$ cat config.mk
export PLATFORM = sky130hd
export DESIGN_NAME = dff_deserializer_flat
export DESIGN_NICKNAME = d
export VERILOG_FILES = /design/src/rtl/dff_deserializer_if.sv /design/src/rtl/dff_deserializer.sv /design/src/flat_wrapper.sv
export SDC_FILE = /design/constraint.sdc
export NUM_CORES = 1
export LEC_CHECK = 0
export CORE_MARGIN = 2
export CORE_UTILIZATION = 45
export DETAILED_ROUTE_END_ITERATION = 6
export GPL_TIMING_DRIVEN = 1
export PLACE_DENSITY = 0.73
export SYNTH_ARGS = -nofsm -noshare
export SYNTH_HDL_FRONTEND = slang
export SYNTH_SLANG_ARGS = --single-unit
$ cat constraint.sdc
create_clock -name C -period 1.6 [get_ports C]
set_input_delay 0.32 -clock C [delete_from_list [all_inputs] [get_ports C]]
set_output_delay 0.32 -clock C [all_outputs]
set_load 0.01 [all_outputs]
$ cat src/rtl/dff_deserializer_if.sv
// Bit-stream in / word-out bundle for dff_deserializer.
// master drives the flip-flop outputs and handshake; slave is the deserializer.
interface dff_deserializer_if #(
  parameter int WIDTH = 8
);
  logic             Q;
  logic             nQ;
  logic             en;
  logic             rdy;
  logic [WIDTH-1:0] data;
  logic             vld;
  logic             err;
  logic             ovf;

  modport master (
    output Q, nQ, en, rdy,
    input  data, vld, err, ovf
  );

  modport slave (
    input  Q, nQ, en, rdy,
    output data, vld, err, ovf
  );
endinterface

$ cat src/rtl/dff_deserializer.sv
// Serial-to-parallel capture of a dff's Q/nQ stream into WIDTH-bit words (MSB first),
// with a single registered output slot, sticky invalid-sample and dropped-word flags.
module dff_deserializer #(
  parameter int WIDTH = 8
) (
  input  logic              C,
  input  logic              nR,
  dff_deserializer_if.slave bus
);
  localparam int             CW   = $clog2(WIDTH);
  localparam logic [CW-1:0]  LAST = CW'(WIDTH - 1);

  typedef enum logic {IDLE, SHIFT} state_t;

  state_t           state, state_n;
  logic [WIDTH-1:0] sreg, sreg_n;
  logic [CW-1:0]    cnt, cnt_n;
  logic [WIDTH-1:0] data_r, data_n, word;
  logic             vld_r, vld_n;
  logic             err_r, err_n;
  logic             ovf_r, ovf_n;
  logic             valid, done;

  always_ff @(posedge C or negedge nR) begin
    if (!nR) begin
      state  <= IDLE;
      sreg   <= '0;
      cnt    <= '0;
      data_r <= '0;
      vld_r  <= 1'b0;
      err_r  <= 1'b0;
      ovf_r  <= 1'b0;
    end else begin
      state  <= state_n;
      sreg   <= sreg_n;
      cnt    <= cnt_n;
      data_r <= data_n;
      vld_r  <= vld_n;
      err_r  <= err_n;
      ovf_r  <= ovf_n;
    end
  end

  always_comb begin
    state_n = state;
    sreg_n  = sreg;
    cnt_n   = cnt;
    data_n  = data_r;
    vld_n   = vld_r;
    err_n   = err_r;
    ovf_n   = ovf_r;
    valid   = bus.Q ^ bus.nQ;
    word    = {sreg[WIDTH-2:0], bus.Q};
    done    = bus.en && valid && (cnt == LAST);

    case (state)
      IDLE:    if (bus.en) state_n = SHIFT;
      SHIFT:   if (!bus.en) begin
                 // dropping en abandons the partial word
                 state_n = IDLE;
                 cnt_n   = '0;
                 sreg_n  = '0;
               end
      default: state_n = IDLE;
    endcase

    // a non-complementary sample is skipped, not zero-filled
    if (bus.en) begin
      if (valid) begin
        sreg_n = word;
        cnt_n  = done ? '0 : cnt + CW'(1);
      end else begin
        err_n = 1'b1;
      end
    end

    // completion outranks plain dequeue so words can go back-to-back
    if (done) begin
      if (!vld_r || bus.rdy) begin
        data_n = word;
        vld_n  = 1'b1;
      end else begin
        ovf_n = 1'b1;
      end
    end else if (vld_r && bus.rdy) begin
      vld_n = 1'b0;
    end
  end

  assign bus.data = data_r;
  assign bus.vld  = vld_r;
  assign bus.err  = err_r;
  assign bus.ovf  = ovf_r;
endmodule

$ cat src/flat_wrapper.sv
// flat-port wrapper written by rule: the top's interface ports become plain ports
module dff_deserializer_flat 
#(
  parameter int WIDTH = 8
)
  (C, nR, bus_Q, bus_nQ, bus_en, bus_rdy, bus_data, bus_vld, bus_err, bus_ovf);
  dff_deserializer_if #(.WIDTH(WIDTH)) bus_i ();
  input  logic C;
  input  logic nR;
  input wire logic [$bits(bus_i.Q)-1:0] bus_Q;
  input wire logic [$bits(bus_i.nQ)-1:0] bus_nQ;
  input wire logic [$bits(bus_i.en)-1:0] bus_en;
  input wire logic [$bits(bus_i.rdy)-1:0] bus_rdy;
  output wire logic [$bits(bus_i.data)-1:0] bus_data;
  output wire logic [$bits(bus_i.vld)-1:0] bus_vld;
  output wire logic [$bits(bus_i.err)-1:0] bus_err;
  output wire logic [$bits(bus_i.ovf)-1:0] bus_ovf;
  assign bus_i.Q = bus_Q;
  assign bus_i.nQ = bus_nQ;
  assign bus_i.en = bus_en;
  assign bus_i.rdy = bus_rdy;
  assign bus_data = bus_i.data;
  assign bus_vld = bus_i.vld;
  assign bus_err = bus_i.err;
  assign bus_ovf = bus_i.ovf;
  dff_deserializer #(.WIDTH(WIDTH)) u_core (.C(C), .nR(nR), .bus(bus_i));
endmodule
[After elaboration in Yosys (flattened, before gate mapping)]
Index checks and enable logic that the tools add are counted.
Storage, ports and cells
  logic and storage cells: 36
  output and inout port bits: 11
  register bits after elaboration: 23
  input bits: 6
Operators by class
  $add $sub $neg: 1
  reduce and logical (&&, ||, !) cells: 10
  muxes and demuxes: 13
  eq/ne operators: 2
  bitwise operators: 3
Operators with widths (number)
  8-bit two-way mux: 4
  3-bit two-way mux: 5
  2-bit AND reduction: 4
  1-bit two-way mux: 4
  3-bit by 1-bit adder with 3-bit output (second input constant): 1
  3-bit == test (second input constant): 1
  1-bit logical AND: 3
  2-bit inequality test (second input constant): 1
  1-bit inverter: 2
  2-bit nonzero test: 1
  1-bit logical NOT: 1
  1-bit logical OR: 1
  1-bit bitwise XOR: 1

[Depth between registers and ports, before layout]
Gate-level depths: netlist of run 1.
  word-level depth: 6
  gate-level depth with buffers: 5
  depth with buffers taken out: 5

[Worst setup path after synthesis of run 1]
Ideal clock, no wire load.
  kind: reg2reg
  start point: reg u_core.cnt[0]
  end point: reg u_core.data_r[0] (netlist: u_core.bus.data[0])
  period minus slack after synthesis: 1533 ps
  path buffers: 0
  stages on the path, launching flop included: 6
  arrival time: 1408 ps
  setup time: 125 ps
  data required time: 1475 ps
  path slack: 67 ps
  path through: dfrtp_1 -> ha_1 -> ha_1 -> nand2_1 -> nor3_4 -> mux2_2
On the way
  word-level cells in the longest chain between the ends: 3
Ends and longest elaborated chain
  start: declaration: RTL line dff_deserializer.sv:17  | logic [CW-1:0] cnt, cnt_n;
  start signal: assignment: RTL line dff_deserializer.sv:36  | cnt <= cnt_n;
  3-bit == test: RTL line dff_deserializer.sv:54  | done = bus.en && valid && (cnt == LAST);
  1-bit logical AND: RTL line dff_deserializer.sv:54
  2-bit AND reduction (no source line)
  end signal: assignment: RTL line dff_deserializer.sv:37  | data_r <= data_n;
  end: declaration: RTL line dff_deserializer.sv:18  | logic [WIDTH-1:0] data_r, data_n, word;
No other way between the ends.
A chain may end at the register's enable or synchronous reset.

[Final worst setup path of run 1]
Same ends and word-level chain as after synthesis.

==> results_dict.tcl, run 1 <==
set metrics [dict create \
    drc_errors 0 \
    synth-compound-area-share 0.0497 \
    power_leakage_nw 0.666 \
    holdBufCountCts 0 \
    first_global_vias 740 \
    place_ws_ns -0.219 \
    area_growth_pct 44.1 \
    critical_path.max_fanout 4 \
    crit_type "flop to flop" \
    yosysWarnings 0 \
    synth_seq_cells 22 \
    crit_chain "ha_2 -> ha_4 -> nand2_4 -> nor3_4 -> buf_6 -> mux2_4" \
    grt-ovfl-total 0 \
    grt_pass1_wl_um 3230 \
    cap_viol_max_count 0 \
    antenna_found_initial 0 \
    cts_max_level 1 \
    num_vias 781 \
    wl_per_cell_um 14.0 \
    fillCellCount 140 \
    period_minus_slack_ns 1.56 \
    antennaDiodeCount 0 \
    grt_max_degree 23 \
    endpoint_kind "flop" \
    fin_crit_sh 0.975 \
    synth.mux.area_fraction 0.0942 \
    syn_avg_cell_area_sq_um 11.2 \
    synth_top_family_by_area "simple AND/OR/NAND/NOR gates" \
    status "finished, final reports clean" \
    r2r_cells 6 \
    rsz0062_at_grt "true" \
    boundaryPins 17 \
    reg2reg_slack_ns 0.04 \
    startpoint_type "flop" \
    synth-adder-area-share 0.0262 \
    hold_viol_final 0 \
    rows 16 \
    drive_above_1_share 0.280 \
    drtIter0Drc 37 \
    finalSetupViolCount 0 \
    core_area_sq_mm 0.00198 \
    layout.nets 127 \
    cts_buffers 3 \
    port_buffers 16 \
    drt_wl_total_um 2030 \
    viasPerCell 5.39 \
    cts_tree "built" \
    ant_nets 0 \
    multi_input_area_sq_um 439 \
    drv_slew 0 \
    initial_core_util 0.482 \
    ys_seq_area_frac 0.576 \
    irDropWorstVdd_mv 0.600 \
    critPathArrivalTime_ns 1.77 \
    gp_congestion 0.732 \
    tightest_slew_ns 0.446 \
    detail_route.first_pass.iterations 4 \
    yosysUniqueCellTypes 20 \
    cts_buffer_depth 2 \
    dp_hpwl_um 1300 \
    yosys.area_share.simple 0.216 \
    grt_use_total 0.168 \
    fmax_mhz 641 \
    slew_headroom 0.701 \
    min_path_type "input port to asynchronous set/reset pin" \
    whs_ns 0.342 \
    cts_sinks 22 \
    die_h_um 50.1 \
    fin_area_sq_mm 0.00138 \
    most-common-layout-cells "24 x nand3_1, 22 x dfrtp_1, 15 x clkdlybuf4s50_1, 15 x buf_4, 9 x nand2_1" \
    clockRootBuffer "clkbuf_4" \
    power.density_mw_per_mm2 876 \
    worstPathRequired_ns 1.81 \
    critPathBufInv 1 \
    synth_xor_area_frac 0.0183 \
    setup_ws_ns 0.0394 \
    syn_area_sq_um 956 \
    placed_area_sq_mm 0.00125 \
    die-area_sq_mm 0.00251 \
    insertion_delay_ns 0.31 \
    seq_area_sq_um 551 \
    die_w_um 50.1 \
    reg2reg_from "u_core.cnt[0]" \
    clkTransAtPathRegs_ns 0.12 \
    max_stage_delay_ns 0.39 \
    synthCells 85 \
    skew_ns 0.00447 \
    syn_nets 93 \
    r2r-end "u_core.bus.data[0]" \
    slowest_stage "dfrtp_1" \
    final_common_cell "nand3_1" \
    crit_family "flip-flops" \
]
-- layer usage --
metal / wire [um] / GRT usage / vias up / part of all wire
met3: 80 / 0.0303 / 2 / 0.039
met5: 0 / 0 / - / 0
met2: 1010 / 0.263 / 22 / 0.50
met4: 16 / 0.0602 / 0 / 0.0079
met1: 921 / 0.233 / 390 / 0.45
li1: - / - / 367 / -
-- cells by family after synthesis --
group,Yosys count
XOR/XNOR,2
multiplexers,8
AND/OR/NAND/NOR,40
flip-flops,22
adder cells (fa/ha/maj),2
AO/OA/AOI/OAI,6
buffers and inverters,5
-- worst max path at each step --
| stage | slack [ns] | cells past startpoint | endpoint | start |
|---|---|---|---|---|
| finish | 0.04 | 6 | u_core.bus.data[0] | u_core.cnt[0] |
| global route | -0.05 | 6 | u_core.bus.data[6] | u_core.cnt[0] |
| CTS | 0.004 | 6 | u_core.bus.data[4] | u_core.cnt[0] |
| detailed placement | -0.22 | 5 | u_core.bus.data[4] | bus_nQ |
| global placement | -0.18 | 5 | u_core.bus.data[3] | bus_nQ |
| floorplan | 0.07 | 5 | u_core.bus.data[0] | u_core.cnt[0] |
-- cell usage after synthesis --
cell | number | area (sq um)
a21o_1 | 1 | 7.51
o21ai_0 | 1 | 5.00
nand2_1 | 10 | 37.5
a22o_1 | 1 | 8.76
o21bai_1 | 1 | 7.51
nor2b_1 | 1 | 6.26
nand3_1 | 24 | 120
nor2_1 | 2 | 7.51
a41o_1 | 1 | 10.0
xor2_1 | 1 | 8.76
mux2_2 | 8 | 90.1
ha_1 | 2 | 25.0
nor3_4 | 1 | 16.3
or4b_1 | 1 | 10.0
o311ai_0 | 1 | 8.76
inv_1 | 1 | 3.75
dfrtp_1 | 22 | 551
xnor2_1 | 1 | 8.76
clkbuf_1 | 4 | 15.0
nand4b_1 | 1 | 8.76
-- area by class of cell --
type | instances | area share
Multi-Input combinational cell | 58 | 0.319
Timing Repair Buffer | 33 | 0.216
Sequential cell | 22 | 0.400
Clock inverter | 1 | 0.0218
Tap cell | 27 | 0.0245
Clock buffer | 3 | 0.0163
Inverter | 1 | 0.00272
-- state kept, by name, summed over array words and instances (netlist names) --
signal           cells
u_core.bus.ovf       1
u_core.bus.vld       1
u_core.bus.err       1
u_core.state         1
u_core.cnt           3
u_core.bus.data      8
u_core.sreg          7
-- worst register-to-register path, stage by stage (launching register included) --
cell and delay [ns]:
dfrtp_1 0.39, ha_2 0.20, ha_4 0.16, nand2_4 0.06, nor3_4 0.20, buf_6 0.15, mux2_4 0.29
-- where the power goes --
group | switching, W | internal [W] | leakage [nW] | total [W]
sequential | 0.0000263 | 0.000584 | 0.296 | 0.000611
clock | 0.000173 | 0.000253 | 0.0279 | 0.000426
combinational | 0.0000840 | 0.0000859 | 0.343 | 0.000170
-- through the flow --
step                      utilization  power, W  TNS (ns)  cells
final                           0.695   0.00121         0    145
after global routing            0.695   0.00126    -0.345    145
after CTS                       0.660   0.00120         0    144
after detailed placement        0.629  0.000767     -2.27    139
after global placement          0.629  0.000760     -1.55    139
after floorplan                     -  0.000683         0     85
-- what timing repair did --
action / 4_1_cts / 5_1_grt
resized for setup: 0 / 16
setup buffers: 1 / 1
setup endpoints to repair: 2 / 8
pin swaps: 0 / 2
(Power assumes the default switching activity.)
==> run 2, diff against run 1 <==
CORE_MARGIN = 5   (was 2)
==> run 2 against run 1 <==
Setup slack got worse by 0.034 ns. Worst hold slack got worse by 0.0046 ns. Clock power barely moved. Critical path depth did not move. Critical path type unchanged. Largest power group unchanged.
==> results_dict.tcl, run 2 (synthesis gave the netlist of run 1 again) <==
set metrics [dict create \
    cap_viol_max_count 0 \
    boundaryPins 17 \
    core_area_sq_mm 0.00200 \
    grt_pass1_wl_um 3450 \
    swShare 0.236 \
    power_leakage_nw 0.672 \
    status "finished, final reports clean" \
    use_met2 0.229 \
    critical_path.max_fanout 4 \
    drv_slew 0 \
    cts_buffers 3 \
    detail_route.first_pass.iterations 5 \
    die-area_sq_mm 0.00315 \
    irDropWorstVdd_mv 0.741 \
    min_path_type "input port to asynchronous set/reset pin" \
    startpoint_type "flop" \
    rows 16 \
    antenna_found_initial 0 \
    cts_tree "built" \
    worstPathRequired_ns 1.81 \
    place_ws_ns -0.233 \
    fin_crit_sh 0.997 \
    finalSetupViolCount 0 \
    r2r_cells 6 \
    p_seq_frac 0.501 \
    drive_above_1_share 0.286 \
    grt_use_total 0.137 \
    largest_reg_flops 8 \
    grt_max_degree 23 \
    grt-ovfl-total 0 \
    drc_errors 0 \
    power.density_mw_per_mm2 880 \
    viasPerCell 5.42 \
    skew_ns 0.00815 \
    cts_buffer_depth 2 \
    r2r-end "u_core.bus.data[1]" \
    antennaDiodeCount 0 \
    critPathBufInv 1 \
    most-common-layout-cells "24 x nand3_1, 22 x dfrtp_1, 16 x buf_4" \
    instances_no_fill 146 \
    dp_hpwl_um 1410 \
    tightest_slew_ns 0.427 \
    fmax_mhz 627 \
    rsz0062_at_grt "true" \
    initial_core_util 0.478 \
    hold_viol_final 0 \
    first_global_vias 797 \
    period_minus_slack_ns 1.59 \
    cts_max_level 1 \
    insertion_delay_ns 0.32 \
    drt_wl_total_um 2180 \
    clkPwrFrac 0.352 \
    final_util 0.692 \
    reg2reg_slack_ns 0.005 \
    dp.cells 138 \
    slowest_stage "dfrtp_1" \
    die_h_um 56.1 \
    intPower_w 0.000932 \
    clockRootBuffer "clkbuf_4" \
    crit_chain "ha_2 -> ha_4 -> nand2_4 -> nor3_4 -> buf_6 -> mux2_4" \
    layout.nets 128 \
    clkTransAtPathRegs_ns 0.13 \
    wl_per_cell_um 14.9 \
    slew_headroom 0.713 \
    port_buffers 16 \
    reg2reg_from "u_core.cnt[0]" \
    use_met3 0.0278 \
    gp_congestion 0.792 \
    net-switching-power_w 0.000287 \
    endpoint_kind "flop" \
    area_growth_pct 44.9 \
    cts_sinks 22 \
    num_vias 791 \
    grt_busiest_layer "met2" \
    critPathArrivalTime_ns 1.80 \
    met1_usage 0.164 \
    power.total_w 0.00122 \
    die_w_um 56.1 \
    max_stage_delay_ns 0.39 \
    crit_family "flip-flops" \
    ant_nets 0 \
    crit_type "flop to flop" \
    setup_ws_ns 0.00536 \
    p_comb_frac 0.148 \
    drtIter0Drc 25 \
    final_common_cell "nand3_1" \
]
## run 2: cell count changes in the layout (fill, tap and decap cells not counted)
| cell | previous run | this run |
|---|---|---|
| buf_4 | 15 | 16 |
## run 2: worst reg2reg max path, stage by stage, from the launching register on
cell and delay, ns:
dfrtp_1 0.39, ha_2 0.21, ha_4 0.16, nand2_4 0.06, nor3_4 0.22, buf_6 0.16
mux2_4 0.30
## run 2: area by class of cell
cell class	count	area (sq um)
clock buffers	3	22.5
repair buffers	34	305
inverters	1	3.75
flip-flops and latches	22	551
well taps	27	33.8
fillers	156	617
clock inverters	1	30.0
multi-input cells	58	439
## run 2: worst max path at each step
stage	startpoint	endpoint	slack, ns	depth (start not counted)
after floorplan	u_core.cnt[0]	u_core.bus.data[0]	0.07	5
after global placement	bus_nQ	u_core.bus.data[0]	-0.18	5
after detailed placement	bus_nQ	u_core.bus.data[1]	-0.23	5
after CTS	u_core.cnt[0]	u_core.bus.data[1]	0.01	6
after global routing	u_core.cnt[0]	u_core.bus.data[1]	-0.06	6
final	u_core.cnt[0]	u_core.bus.data[1]	0.005	6
## run 2: timing repair
item | CTS | global route
hold endpoints to repair | 0 | 0
setup endpoints to repair | 8 | 9
setup buffers | 2 | 2
gates resized for setup | 1 | 15
hold buffers | 0 | 0
pin swaps | 0 | 2
## run 2: power groups by stage
| stage | Sequential, W | Clock, W | Combinational (W) |
|---|---|---|---|
| final | 0.000611 | 0.000429 | 0.000180 |
| after global routing | 0.000614 | 0.000463 | 0.000202 |
| after detailed placement | 0.000621 | 0 | 0.000140 |
| after global placement | 0.000618 | 0 | 0.000135 |
| after floorplan | 0.000616 | 0 | 0.0000666 |
| after CTS | 0.000606 | 0.000432 | 0.000161 |
## run 2: routing by layer
layer / routed length [um] / vias to the layer above
li1: - / 372
met1: 953 / 399
met2: 1100 / 15
met3: 88 / 5
met4: 35 / 0
met5: 0 / -
## run 2: through the flow
| step | setup TNS [ns] | area, sq um | hold WS (ns) |
|---|---|---|---|
| final | 0 | 1390 | 0.338 |
| after detailed placement | -2.26 | 1240 | 0.444 |
| after global routing | -0.308 | 1390 | 0.350 |
| after CTS | 0 | 1310 | 0.347 |
| after floorplan | 0 | 956 | 0.0244 |
| after global placement | -1.57 | 1240 | 0.438 |
